==> config.mk <==
export PLATFORM = sky130hd
export DESIGN_NAME = prefetch_sequencer_flat
export DESIGN_NICKNAME = d
export VERILOG_FILES = /design/src/rtl/prefetch_sequencer_if.sv /design/src/rtl/prefetch_sequencer.sv /design/src/flat_wrapper.sv
export SDC_FILE = /design/constraint.sdc
export NUM_CORES = 1
export LEC_CHECK = 0
export ABC_AREA = 0
export BUFFER_PORTS_ARGS = -buffer_cell sky130_fd_sc_hd__buf_4
export CAP_MARGIN = 15
export CELL_PAD_IN_SITES_DETAIL_PLACEMENT = 1
export CELL_PAD_IN_SITES_GLOBAL_PLACEMENT = 1
export CORE_ASPECT_RATIO = 0.5
export CORE_MARGIN = 3
export CORE_UTILIZATION = 43
export DETAILED_ROUTE_END_ITERATION = 8
export PLACE_DENSITY_LB_ADDON = 0.2
export SYNTH_ARGS = -nofsm -noshare
export SYNTH_HDL_FRONTEND = slang
export SYNTH_SLANG_ARGS = --single-unit
==> constraint.sdc <==
create_clock -name clk -period 9.2 [get_ports clk]
set_clock_uncertainty 0.05 [all_clocks]
set_input_delay 0.46 -clock clk [delete_from_list [all_inputs] [get_ports clk]]
set_output_delay 0.46 -clock clk [all_outputs]
set_load 0.05 [all_outputs]
==> src/rtl/prefetch_sequencer_if.sv <==
// rtl/prefetch_sequencer_if.sv - memory-side request/response bundle for the prefetch sequencer
//
// Purpose: groups the code-fetch read request channel and the beat response
//          channel between the prefetch sequencer and the memory side.
// Signals:
//   req_valid     sequencer -> memory  read request valid
//   req_ready     memory -> sequencer  request accepted
//   req_address   sequencer -> memory  qword-aligned fetch address
//   resp_valid    memory -> sequencer  response beat valid (2 beats per request)
//   resp_data     memory -> sequencer  beat data, little-endian
//   resp_pf_fault memory -> sequencer  page fault, qualifies resp_valid, ends transaction
// Modports: master = sequencer side, slave = memory side.

interface prefetch_sequencer_if;
   logic        req_valid;
   logic        req_ready;
   logic [31:0] req_address;
   logic        resp_valid;
   logic [63:0] resp_data;
   logic        resp_pf_fault;

   modport master (
      output req_valid,
      output req_address,
      input  req_ready,
      input  resp_valid,
      input  resp_data,
      input  resp_pf_fault
   );

   modport slave (
      input  req_valid,
      input  req_address,
      output req_ready,
      output resp_valid,
      output resp_data,
      output resp_pf_fault
   );
endinterface

==> src/rtl/prefetch_sequencer.sv <==
// rtl/prefetch_sequencer.sv - code-fetch request sequencer packing qword beats into prefetch FIFO entries
//
// Purpose: tracks the linear fetch address and remaining segment-limit bytes,
//          issues one read per FIFO entry when occupancy allows, packs the two
//          returned beats into a 136-bit entry and raises limit / page-fault
//          markers. pr_reset and restart_do abort cleanly, draining beats still
//          owed by the memory side.
// Optional: define PREFETCH_SEQ_STATS_EN to add o_stat_requests and
//           o_stat_stall_cycles.
// Ports:
//   clk, rst_n                      clock, synchronous active-low reset
//   i_pr_reset                      abort fetching, discard in-flight data
//   i_restart_do                    load new stream (1-cycle pulse)
//   i_restart_linear[31:0]          start linear address
//   i_restart_remaining[31:0]       bytes allowed before limit fault
//   i_prefetchfifo_used[4:0]        FIFO occupancy (bit4 = full)
//   mem                             request/response bundle (master side)
//   o_prefetchfifo_write_do         write packed entry
//   o_prefetchfifo_write_data[135:0] {cnt1,data1,cnt0,data0}
//   o_prefetchfifo_signal_limit_do  limit-fault marker pulse
//   o_prefetchfifo_signal_pf_do     page-fault marker pulse
//   o_stat_requests[31:0]           (stats build) accepted requests
//   o_stat_stall_cycles[31:0]       (stats build) FIFO-throttled idle cycles

module prefetch_sequencer #(
   parameter int FIFO_THRESHOLD = 12
) (
   input  logic                 clk,
   input  logic                 rst_n,
   input  logic                 i_pr_reset,
   input  logic                 i_restart_do,
   input  logic [31:0]          i_restart_linear,
   input  logic [31:0]          i_restart_remaining,
   input  logic [4:0]           i_prefetchfifo_used,
   prefetch_sequencer_if.master mem,
   output logic                 o_prefetchfifo_write_do,
   output logic [135:0]         o_prefetchfifo_write_data,
   output logic                 o_prefetchfifo_signal_limit_do,
   output logic                 o_prefetchfifo_signal_pf_do
`ifdef PREFETCH_SEQ_STATS_EN
   ,
   output logic [31:0]          o_stat_requests,
   output logic [31:0]          o_stat_stall_cycles
`endif
);

   localparam logic [4:0] LP_THRESHOLD = 5'(FIFO_THRESHOLD);

   typedef enum logic [2:0] {
      ST_IDLE,
      ST_REQ,
      ST_BEAT0,
      ST_BEAT1,
      ST_DRAIN0,
      ST_DRAIN1,
      ST_STOPPED
   } state_t;

   state_t        r_state;
   logic [31:0]   r_linear;
   logic [31:0]   r_remaining;
   logic          r_active;
   logic [3:0]    r_cnt0;
   logic [63:0]   r_data0;
   logic          r_req_valid;
   logic [31:0]   r_req_address;
   logic          r_write_do;
   logic [135:0]  r_write_data;
   logic          r_limit_do;
   logic          r_pf_do;

   logic [2:0]    w_off;
   logic [3:0]    w_head;
   logic [3:0]    w_cnt0;
   logic [63:0]   w_data0;
   logic [31:0]   w_rem_after0;
   logic [3:0]    w_cnt1;
   logic [63:0]   w_data1;
   logic [31:0]   w_step;
   logic          w_abort;
   logic          w_fifo_ok;
   logic          w_beat;
   logic          w_fault;

   // First beat: bytes from the current offset to the end of the qword, capped by the limit.
   assign w_off        = r_linear[2:0];
   assign w_head       = 4'd8 - {1'b0, w_off};
   assign w_cnt0       = (r_remaining < {28'd0, w_head}) ? r_remaining[3:0] : w_head;
   assign w_data0      = mem.resp_data >> {w_off, 3'b000};

   // Second beat: whatever the limit still allows, possibly nothing (beat is still consumed).
   assign w_rem_after0 = r_remaining - {28'd0, r_cnt0};
   assign w_cnt1       = (r_remaining <= {28'd0, r_cnt0}) ? 4'd0 :
                         ((w_rem_after0 < 32'd8) ? w_rem_after0[3:0] : 4'd8);
   assign w_data1      = (w_cnt1 == 4'd0) ? 64'd0 : mem.resp_data;
   assign w_step       = {28'd0, r_cnt0} + {28'd0, w_cnt1};

   // A restart while a transaction is outstanding behaves like pr_reset for the FSM.
   assign w_abort      = i_pr_reset | i_restart_do;
   assign w_fifo_ok    = (i_prefetchfifo_used < LP_THRESHOLD) && !i_prefetchfifo_used[4];
   assign w_beat       = mem.resp_valid;
   assign w_fault      = mem.resp_valid & mem.resp_pf_fault;

   assign mem.req_valid                  = r_req_valid;
   assign mem.req_address                = r_req_address;
   assign o_prefetchfifo_write_do        = r_write_do;
   assign o_prefetchfifo_write_data      = r_write_data;
   assign o_prefetchfifo_signal_limit_do = r_limit_do;
   assign o_prefetchfifo_signal_pf_do    = r_pf_do;

   always_ff @(posedge clk) begin
      if (!rst_n) begin
         r_state       <= ST_IDLE;
         r_linear      <= 32'd0;
         r_remaining   <= 32'd0;
         r_active      <= 1'b0;
         r_cnt0        <= 4'd0;
         r_data0       <= 64'd0;
         r_req_valid   <= 1'b0;
         r_req_address <= 32'd0;
         r_write_do    <= 1'b0;
         r_write_data  <= 136'd0;
         r_limit_do    <= 1'b0;
         r_pf_do       <= 1'b0;
      end else begin
         r_write_do <= 1'b0;
         r_limit_do <= 1'b0;
         r_pf_do    <= 1'b0;

         if (i_pr_reset) begin
            r_active <= 1'b0;
         end
         // Restart after pr_reset in the same cycle: the new stream wins.
         if (i_restart_do) begin
            r_linear    <= i_restart_linear;
            r_remaining <= i_restart_remaining;
            r_active    <= 1'b1;
         end

         unique case (r_state)
            ST_IDLE: begin
               if (!w_abort && r_active) begin
                  if (r_remaining == 32'd0) begin
                     r_limit_do <= 1'b1;
                     r_state    <= ST_STOPPED;
                  end else if (w_fifo_ok) begin
                     r_req_valid   <= 1'b1;
                     r_req_address <= {r_linear[31:3], 3'b000};
                     r_state       <= ST_REQ;
                  end
               end
            end

            ST_REQ: begin
               if (mem.req_ready) begin
                  r_req_valid <= 1'b0;
                  r_state     <= w_abort ? ST_DRAIN0 : ST_BEAT0;
               end else if (w_abort) begin
                  r_req_valid <= 1'b0;
                  r_state     <= ST_IDLE;
               end
            end

            ST_BEAT0: begin
               if (w_abort) begin
                  // A beat arriving in the abort cycle is already consumed.
                  if (w_fault)     r_state <= ST_IDLE;
                  else if (w_beat) r_state <= ST_DRAIN1;
                  else             r_state <= ST_DRAIN0;
               end else if (w_fault) begin
                  r_pf_do <= 1'b1;
                  r_state <= ST_STOPPED;
               end else if (w_beat) begin
                  r_cnt0  <= w_cnt0;
                  r_data0 <= w_data0;
                  r_state <= ST_BEAT1;
               end
            end

            ST_BEAT1: begin
               if (w_abort) begin
                  r_state <= w_beat ? ST_IDLE : ST_DRAIN1;
               end else if (w_fault) begin
                  r_pf_do <= 1'b1;
                  r_state <= ST_STOPPED;
               end else if (w_beat) begin
                  r_write_do   <= 1'b1;
                  r_write_data <= {w_cnt1, w_data1, r_cnt0, r_data0};
                  r_linear     <= r_linear + w_step;
                  r_remaining  <= r_remaining - w_step;
                  r_state      <= ST_IDLE;
               end
            end

            // Draining keeps consuming owed beats even if another abort arrives.
            ST_DRAIN0: begin
               if (w_fault)     r_state <= ST_IDLE;
               else if (w_beat) r_state <= ST_DRAIN1;
            end

            ST_DRAIN1: begin
               if (w_beat) r_state <= ST_IDLE;
            end

            ST_STOPPED: begin
               if (w_abort) r_state <= ST_IDLE;
            end

            default: r_state <= ST_IDLE;
         endcase
      end
   end

`ifdef PREFETCH_SEQ_STATS_EN
   logic [31:0] r_stat_requests;
   logic [31:0] r_stat_stall_cycles;
   logic        w_handshake;
   logic        w_stall;

   assign w_handshake = (r_state == ST_REQ) && mem.req_ready;
   assign w_stall     = (r_state == ST_IDLE) && r_active && (r_remaining != 32'd0) && !w_fifo_ok;

   always_ff @(posedge clk) begin
      if (!rst_n) begin
         r_stat_requests     <= 32'd0;
         r_stat_stall_cycles <= 32'd0;
      end else begin
         if (w_handshake) r_stat_requests     <= r_stat_requests + 32'd1;
         if (w_stall)     r_stat_stall_cycles <= r_stat_stall_cycles + 32'd1;
      end
   end

   assign o_stat_requests     = r_stat_requests;
   assign o_stat_stall_cycles = r_stat_stall_cycles;
`endif

endmodule
==> src/flat_wrapper.sv <==
// flat-port wrapper written by rule: the top's interface ports become plain ports
module prefetch_sequencer_flat 
#(
   parameter int FIFO_THRESHOLD = 12
)
  (clk, rst_n, i_pr_reset, i_restart_do, i_restart_linear, i_restart_remaining, i_prefetchfifo_used, o_prefetchfifo_write_do, o_prefetchfifo_write_data, o_prefetchfifo_signal_limit_do, o_prefetchfifo_signal_pf_do, mem_req_valid, mem_req_address, mem_req_ready, mem_resp_valid, mem_resp_data, mem_resp_pf_fault);
  prefetch_sequencer_if mem_i ();
  input  logic clk;
  input  logic rst_n;
  input  logic i_pr_reset;
  input  logic i_restart_do;
  input  logic [31:0] i_restart_linear;
  input  logic [31:0] i_restart_remaining;
  input  logic [4:0] i_prefetchfifo_used;
  output logic o_prefetchfifo_write_do;
  output logic [135:0] o_prefetchfifo_write_data;
  output logic o_prefetchfifo_signal_limit_do;
  output logic o_prefetchfifo_signal_pf_do;
  output wire logic [$bits(mem_i.req_valid)-1:0] mem_req_valid;
  output wire logic [$bits(mem_i.req_address)-1:0] mem_req_address;
  input wire logic [$bits(mem_i.req_ready)-1:0] mem_req_ready;
  input wire logic [$bits(mem_i.resp_valid)-1:0] mem_resp_valid;
  input wire logic [$bits(mem_i.resp_data)-1:0] mem_resp_data;
  input wire logic [$bits(mem_i.resp_pf_fault)-1:0] mem_resp_pf_fault;
  assign mem_req_valid = mem_i.req_valid;
  assign mem_req_address = mem_i.req_address;
  assign mem_i.req_ready = mem_req_ready;
  assign mem_i.resp_valid = mem_resp_valid;
  assign mem_i.resp_data = mem_resp_data;
  assign mem_i.resp_pf_fault = mem_resp_pf_fault;
  prefetch_sequencer #(.FIFO_THRESHOLD(FIFO_THRESHOLD)) u_core (.clk(clk), .rst_n(rst_n), .i_pr_reset(i_pr_reset), .i_restart_do(i_restart_do), .i_restart_linear(i_restart_linear), .i_restart_remaining(i_restart_remaining), .i_prefetchfifo_used(i_prefetchfifo_used), .mem(mem_i), .o_prefetchfifo_write_do(o_prefetchfifo_write_do), .o_prefetchfifo_write_data(o_prefetchfifo_write_data), .o_prefetchfifo_signal_limit_do(o_prefetchfifo_signal_limit_do), .o_prefetchfifo_signal_pf_do(o_prefetchfifo_signal_pf_do));
endmodule
# Word level (Yosys, flattened, before mapping)
# Cells that the tools add are included.
# Widths: inputs -> output; s select.
# totals
ff_bits,305
in_bits,140
out_inout_bits,172
# classes
n_addsub,5
magnitude_cmp,4
eq_ne,13
shifts,1
mux,43
bitwise,8
n_reduce_logical,18
# op_table
op,n
$mux 32,10
$mux 64,1
$shr 64x6->64,1
$mux 3,16
$add 32x32->32,1
$le 32x4->1,1
$logic_not 32->1,1
$lt 32x4->1,1
$lt 32x4->1 const B,1
$sub 32x32->32,1
$sub 32x4->32,1
$pmux 3 s7,1
$reduce_and 4->1,4
$mux 4,3
$mux 1,11
$eq 3x3->1 const B,3
$eq 3x2->1 const B,2
$ne 3x2->1 const B,2
$not 1->1,6
$add 4x4->5,1
$lt 5x4->1 const B,1
$reduce_and 5->1,1
$logic_not 4->1,1
$ne 2x1->1 const B,2
16 further kinds,19

# Logic depth before layout (Yosys ltp)
# logic_depth
depth_word,10
mapped_depth,23

# Least setup slack after synthesis
# OpenSTA, ideal clock, no wires.
# synth_timing
kind,register to register
from,register u_core.r_remaining[0]
to,register u_core.r_remaining[31]
t_arrival_ns,5.345
slack_ns,3.731
path_stages_with_launch,23
path_buffers,1
path_cell_list,dfxtp_1 > inv_1 > ha_1 > fa_1 > nor2b_1 > o21a_1 > clkbuf_1 > o21bai_1 > a2111oi_0 > nand4_1 > or3_1 > nor3_1 > ha_1 > fa_1 > inv_1 > ha_1 > nor2b_1 > o21ai_0 > a21boi_0 > o21a_1 > or4_1 > or4_1 > a31oi_1
# synth_between
elab_chain_cells,10
word_cells_on_any_way,11
cone_classes,3 x add/sub; 2 x order compare; 6 x mux
# synth_lines
item,line,rtl
from (decl),prefetch_sequencer.sv:61,logic [31:0] r_remaining;
from (signal assigned),prefetch_sequencer.sv:136,r_remaining <= i_restart_remaining;
from (signal assigned),prefetch_sequencer.sv:190,r_remaining <= r_remaining - w_step;
$sub 32x4->32,prefetch_sequencer.sv:92,"assign w_rem_after0 = r_remaining - {28'd0, r_cnt0};"
$lt 32x4->1,prefetch_sequencer.sv:94,((w_rem_after0 < 32'd8) ? w_rem_after0[3:0] : 4'd8);
$mux 4,prefetch_sequencer.sv:94,
$mux 4 *,prefetch_sequencer.sv:93,"assign w_cnt1 = (r_remaining <= {28'd0, r_cnt0}) ? 4'd0 :"
via u_core.w_cnt1[0],prefetch_sequencer.sv:77,logic [3:0] w_cnt1;
$add 4x4->5 *,prefetch_sequencer.sv:96,"assign w_step = {28'd0, r_cnt0} + {28'd0, w_cnt1};"
$sub 32x32->32 *,prefetch_sequencer.sv:190,
$mux 32 *,prefetch_sequencer.sv:186,end else if (w_beat) begin
$mux 32 *,prefetch_sequencer.sv:183,end else if (w_fault) begin
$mux 32 *,prefetch_sequencer.sv:181,if (w_abort) begin
$mux 32 *,prefetch_sequencer.sv:140,unique case (r_state)
# Mark *: on every way through the listed nets, which the timed path passes. The rest lies on a longest branch.
# A chain may end at the register's enable or synchronous reset.

# Worst setup path in the final report
# Ends and elaborated chain as after synthesis.

==> results.py <==
metrics = {
    "detailed_routing": {
        "drcViolationCount": 0,
        "ant_nets": 0,
        "first_pass_iters": 5,
        "vias": 15000,
        "drt_wl_total_um": 54300,
        "drtIter0Drc": 1147,
        "wl_per_cell_um": 21.2,
        "avgViaCountPerCell": 5.85,
    },
    "critical_path": {
        "r2r-end": "u_core.r_remaining[31]",
        "worstSetupPathType": "register to register",
        "worst_setup_path_end_kind": "register",
        "cp_max_fo": 11,
        "crit_arrival_ns": 6.87,
        "cp.required_ns": 9.64,
        "r2r_start": "u_core.r_remaining[0]",
        "r2r_cells": 21,
        "r2r_slack_ns": 2.77,
        "cp-start-kind": "register",
    },
    "power": {
        "p_per_area_mw_per_mm2": 165,
        "power_frac_clock_pct": 43.9,
        "internal_power_mw": 2.21,
        "swShare_pct": 26.6,
        "seq_power_share_pct": 45.2,
        "switchingPower_mw": 0.802,
        "comb_power_share_pct": 10.8,
        "power.leakage_nw": 6.91,
        "ir_drop_mv": 0.129,
    },
    "final_layout": {
        "fillers": 4091,
        "syn_to_final_growth_pct": 24.0,
        "fin_nets": 2269,
        "drive_gt1_share_pct": 19.6,
        "antenna_cells": 0,
    },
    "timing": {
        "rsz0062_at_grt": "no",
        "tns_ns": 0,
        "slew_headroom_pct": 26.9,
        "period_minus_slack_ns": 6.43,
        "finalHoldViolCount": 0,
        "period_share_pct": 69.9,
        "tightestPinTransition_ns": 1.08,
        "setup_viol": 0,
        "drv_slew": 0,
        "fmax_mhz": 156,
        "fin_hold_ws_ns": 0.0777,
    },
    "logic_synthesis": {
        "syn_area_per_cell_um2": 7.82,
        "synth_seq_cells": 305,
        "async_reset_ff_share_pct": 0,
        "synth.largest_area_cell": "dfxtp_1",
        "yosysMostFrequentCell": "nand2_1",
        "synth-seq-area-share_pct": 41.4,
        "synth.distinct_cells": 69,
        "syn_inst": 1883,
        "ys.flop_type": "dfxtp_1",
        "synthTopCellsByArea": "dfxtp_1 41%, nand2_1 11%, a21oi_1 5.6%",
        "synth-edff-count": 0,
        "yosys_warnings": 0,
        "syn-cell-area_mm2": 0.0147,
        "yosys-top-cells-count": "420 x nand2_1, 305 x dfxtp_1, 164 x a21oi_1",
        "yosysTopAreaCellShare_pct": 41.4,
    },
    "hold_path": {
        "hp-start": "mem_resp_data[32]",
        "hold_class": "primary input to register",
        "min_to": "u_core.o_prefetchfifo_write_data[100]",
        "holdPathStages": 3,
    },
    "grt": {
        "use_met2_pct": 48.4,
        "grt_max_degree": 134,
        "grt_use_total_pct": 28.3,
        "grt_pass1_wl_um": 82400,
        "gr-total-overflow": 0,
        "top_usage_layer": "met2",
        "use_met1_pct": 37.3,
        "use_met3_pct": 4.22,
        "antenna_found_initial": 0,
        "grt_pass1_vias": 14800,
    },
    "clock_network": {
        "cts_max_path_buffers": 3,
        "ctsHoldBuffers": 0,
        "numCtsBuffers": 29,
        "cts.clk_slew.worst_paths_ns": 0.07,
        "cts-root-buf": "clkbuf_16",
        "insertion_delay_ns": 0.59,
        "numClockSinks": 305,
        "htree_levels": 1,
        "cts_tree": "built",
        "postCtsSetupBuffers": 0,
        "cts_resized": 0,
    },
    "floorplanning": {
        "die_height_um": 137,
        "start_util_pct": 44.1,
        "rows": 47,
        "die_w_um": 268,
        "core_mm2": 0.0334,
        "io_pins": 312,
        "dieArea_mm2": 0.0367,
    },
    "run_status": {
        "status": "finished, final reports clean",
    },
    "placed_design": {
        "numPortBuffers": 306,
        "place_congestion": 0.911,
        "hpwl_um": 38200,
    },
    "run": {
        "max_cap_violations": 0,
    },
}
final cells by class:
type	count	area (um^2)	area share [%]
multi-input cells	1409	7990	43.7
flip-flops and latches	305	6110	33.5
repair buffers	326	2450	13.4
clock buffers	39	833	4.56
well taps	441	552	3.02
clock inverters	15	204	1.12
inverters	31	121	0.665
per-stage QoR:
step	power, mW	setup WS, ns	util [%]	instances	area, um^2
5_1_grt	3.12	2.16	54.7	2566	18300
2_1_floorplan	1.58	3.73	-	1885	14700
6_report	3.02	2.77	54.7	2566	18300
4_1_cts	3.03	2.85	54.6	2565	18300
3_3_place_gp	1.71	2.93	51.5	2511	17200
3_5_place_dp	1.71	2.86	51.5	2511	17200
cell usage in the layout, fill, tap and decap left out, drive strengths merged, types with 27 or more instances in the layout:
master,synthesis,layout
mux2i,48,48
nor2,139,139
a21oi,164,164
nand2,420,420
a31oi,28,28
buf,14,326
a211oi,38,38
dfxtp,305,305
nor3,43,43
nand3,35,35
nor4,27,27
o21ai,127,127
clkbuf,126,39
inv,30,31
how the worst max path moves through the flow:
stage	from	to	slack (ns)
floorplan	u_core.r_remaining[0]	u_core.r_remaining[31]	3.73
global placement	u_core.r_remaining[0]	u_core.r_remaining[28]	2.93
detailed placement	u_core.r_remaining[0]	u_core.r_remaining[28]	2.86
CTS	u_core.r_remaining[0]	u_core.r_linear[30]	2.85
global route	u_core.r_remaining[0]	u_core.r_linear[30]	2.16
finish	u_core.r_remaining[0]	u_core.r_remaining[31]	2.77
power groups by stage:
stage / clock, mW / combinational (mW) / sequential, mW
3_3_place_gp: 0 / 0.317 / 1.39
6_report: 1.32 / 0.327 / 1.36
2_1_floorplan: 0 / 0.193 / 1.38
5_1_grt: 1.40 / 0.353 / 1.37
4_1_cts: 1.34 / 0.323 / 1.36
3_5_place_dp: 0 / 0.321 / 1.39
critical path, stage by stage (launching register included):
cell and delay, ns:
dfxtp_1 0.37, inv_1 0.10, ha_1 0.23, fa_1 0.41, nor2b_1 0.18, o21a_1 0.38, nor3_1 0.12, a2111oi_0 0.40
nand4_1 0.25, or3_1 0.48, nor3_1 0.20, ha_1 0.23, fa_1 0.49, inv_1 0.14, ha_1 0.23, nor2b_1 0.13
o21ai_0 0.23, a21boi_0 0.21, o21a_1 0.31, or4_1 0.58, or4_1 0.44, a31oi_1 0.17
cell families after synthesis:
logic type | Yosys count | synth area share [%]
simple gates | 787 | 23.9
compound gates | 511 | 21.7
flops | 305 | 41.4
buf+inv | 171 | 4.54
mux | 66 | 5.02
fa+ha+maj | 27 | 2.50
xor+xnor | 15 | 0.892
other cells | 1 | 0.0255
per-layer routing:
layer,vias to the layer above,part of all wire [%]
li1,7133,-
met1,7352,44
met2,435,48
met3,94,5.5
met4,0,2.8
met5,-,0
flip-flops by register name, indices dropped and copies added, names as in the netlist, 3 cells and up:
register / cells
u_core.o_prefetchfifo_write_data: 136
u_core.r_data0: 64
u_core.r_linear: 32
u_core.r_remaining: 32
u_core.mem.req_address: 29
u_core.r_cnt0: 4
u_core.r_state: 3
(Power assumes the default switching activity.)
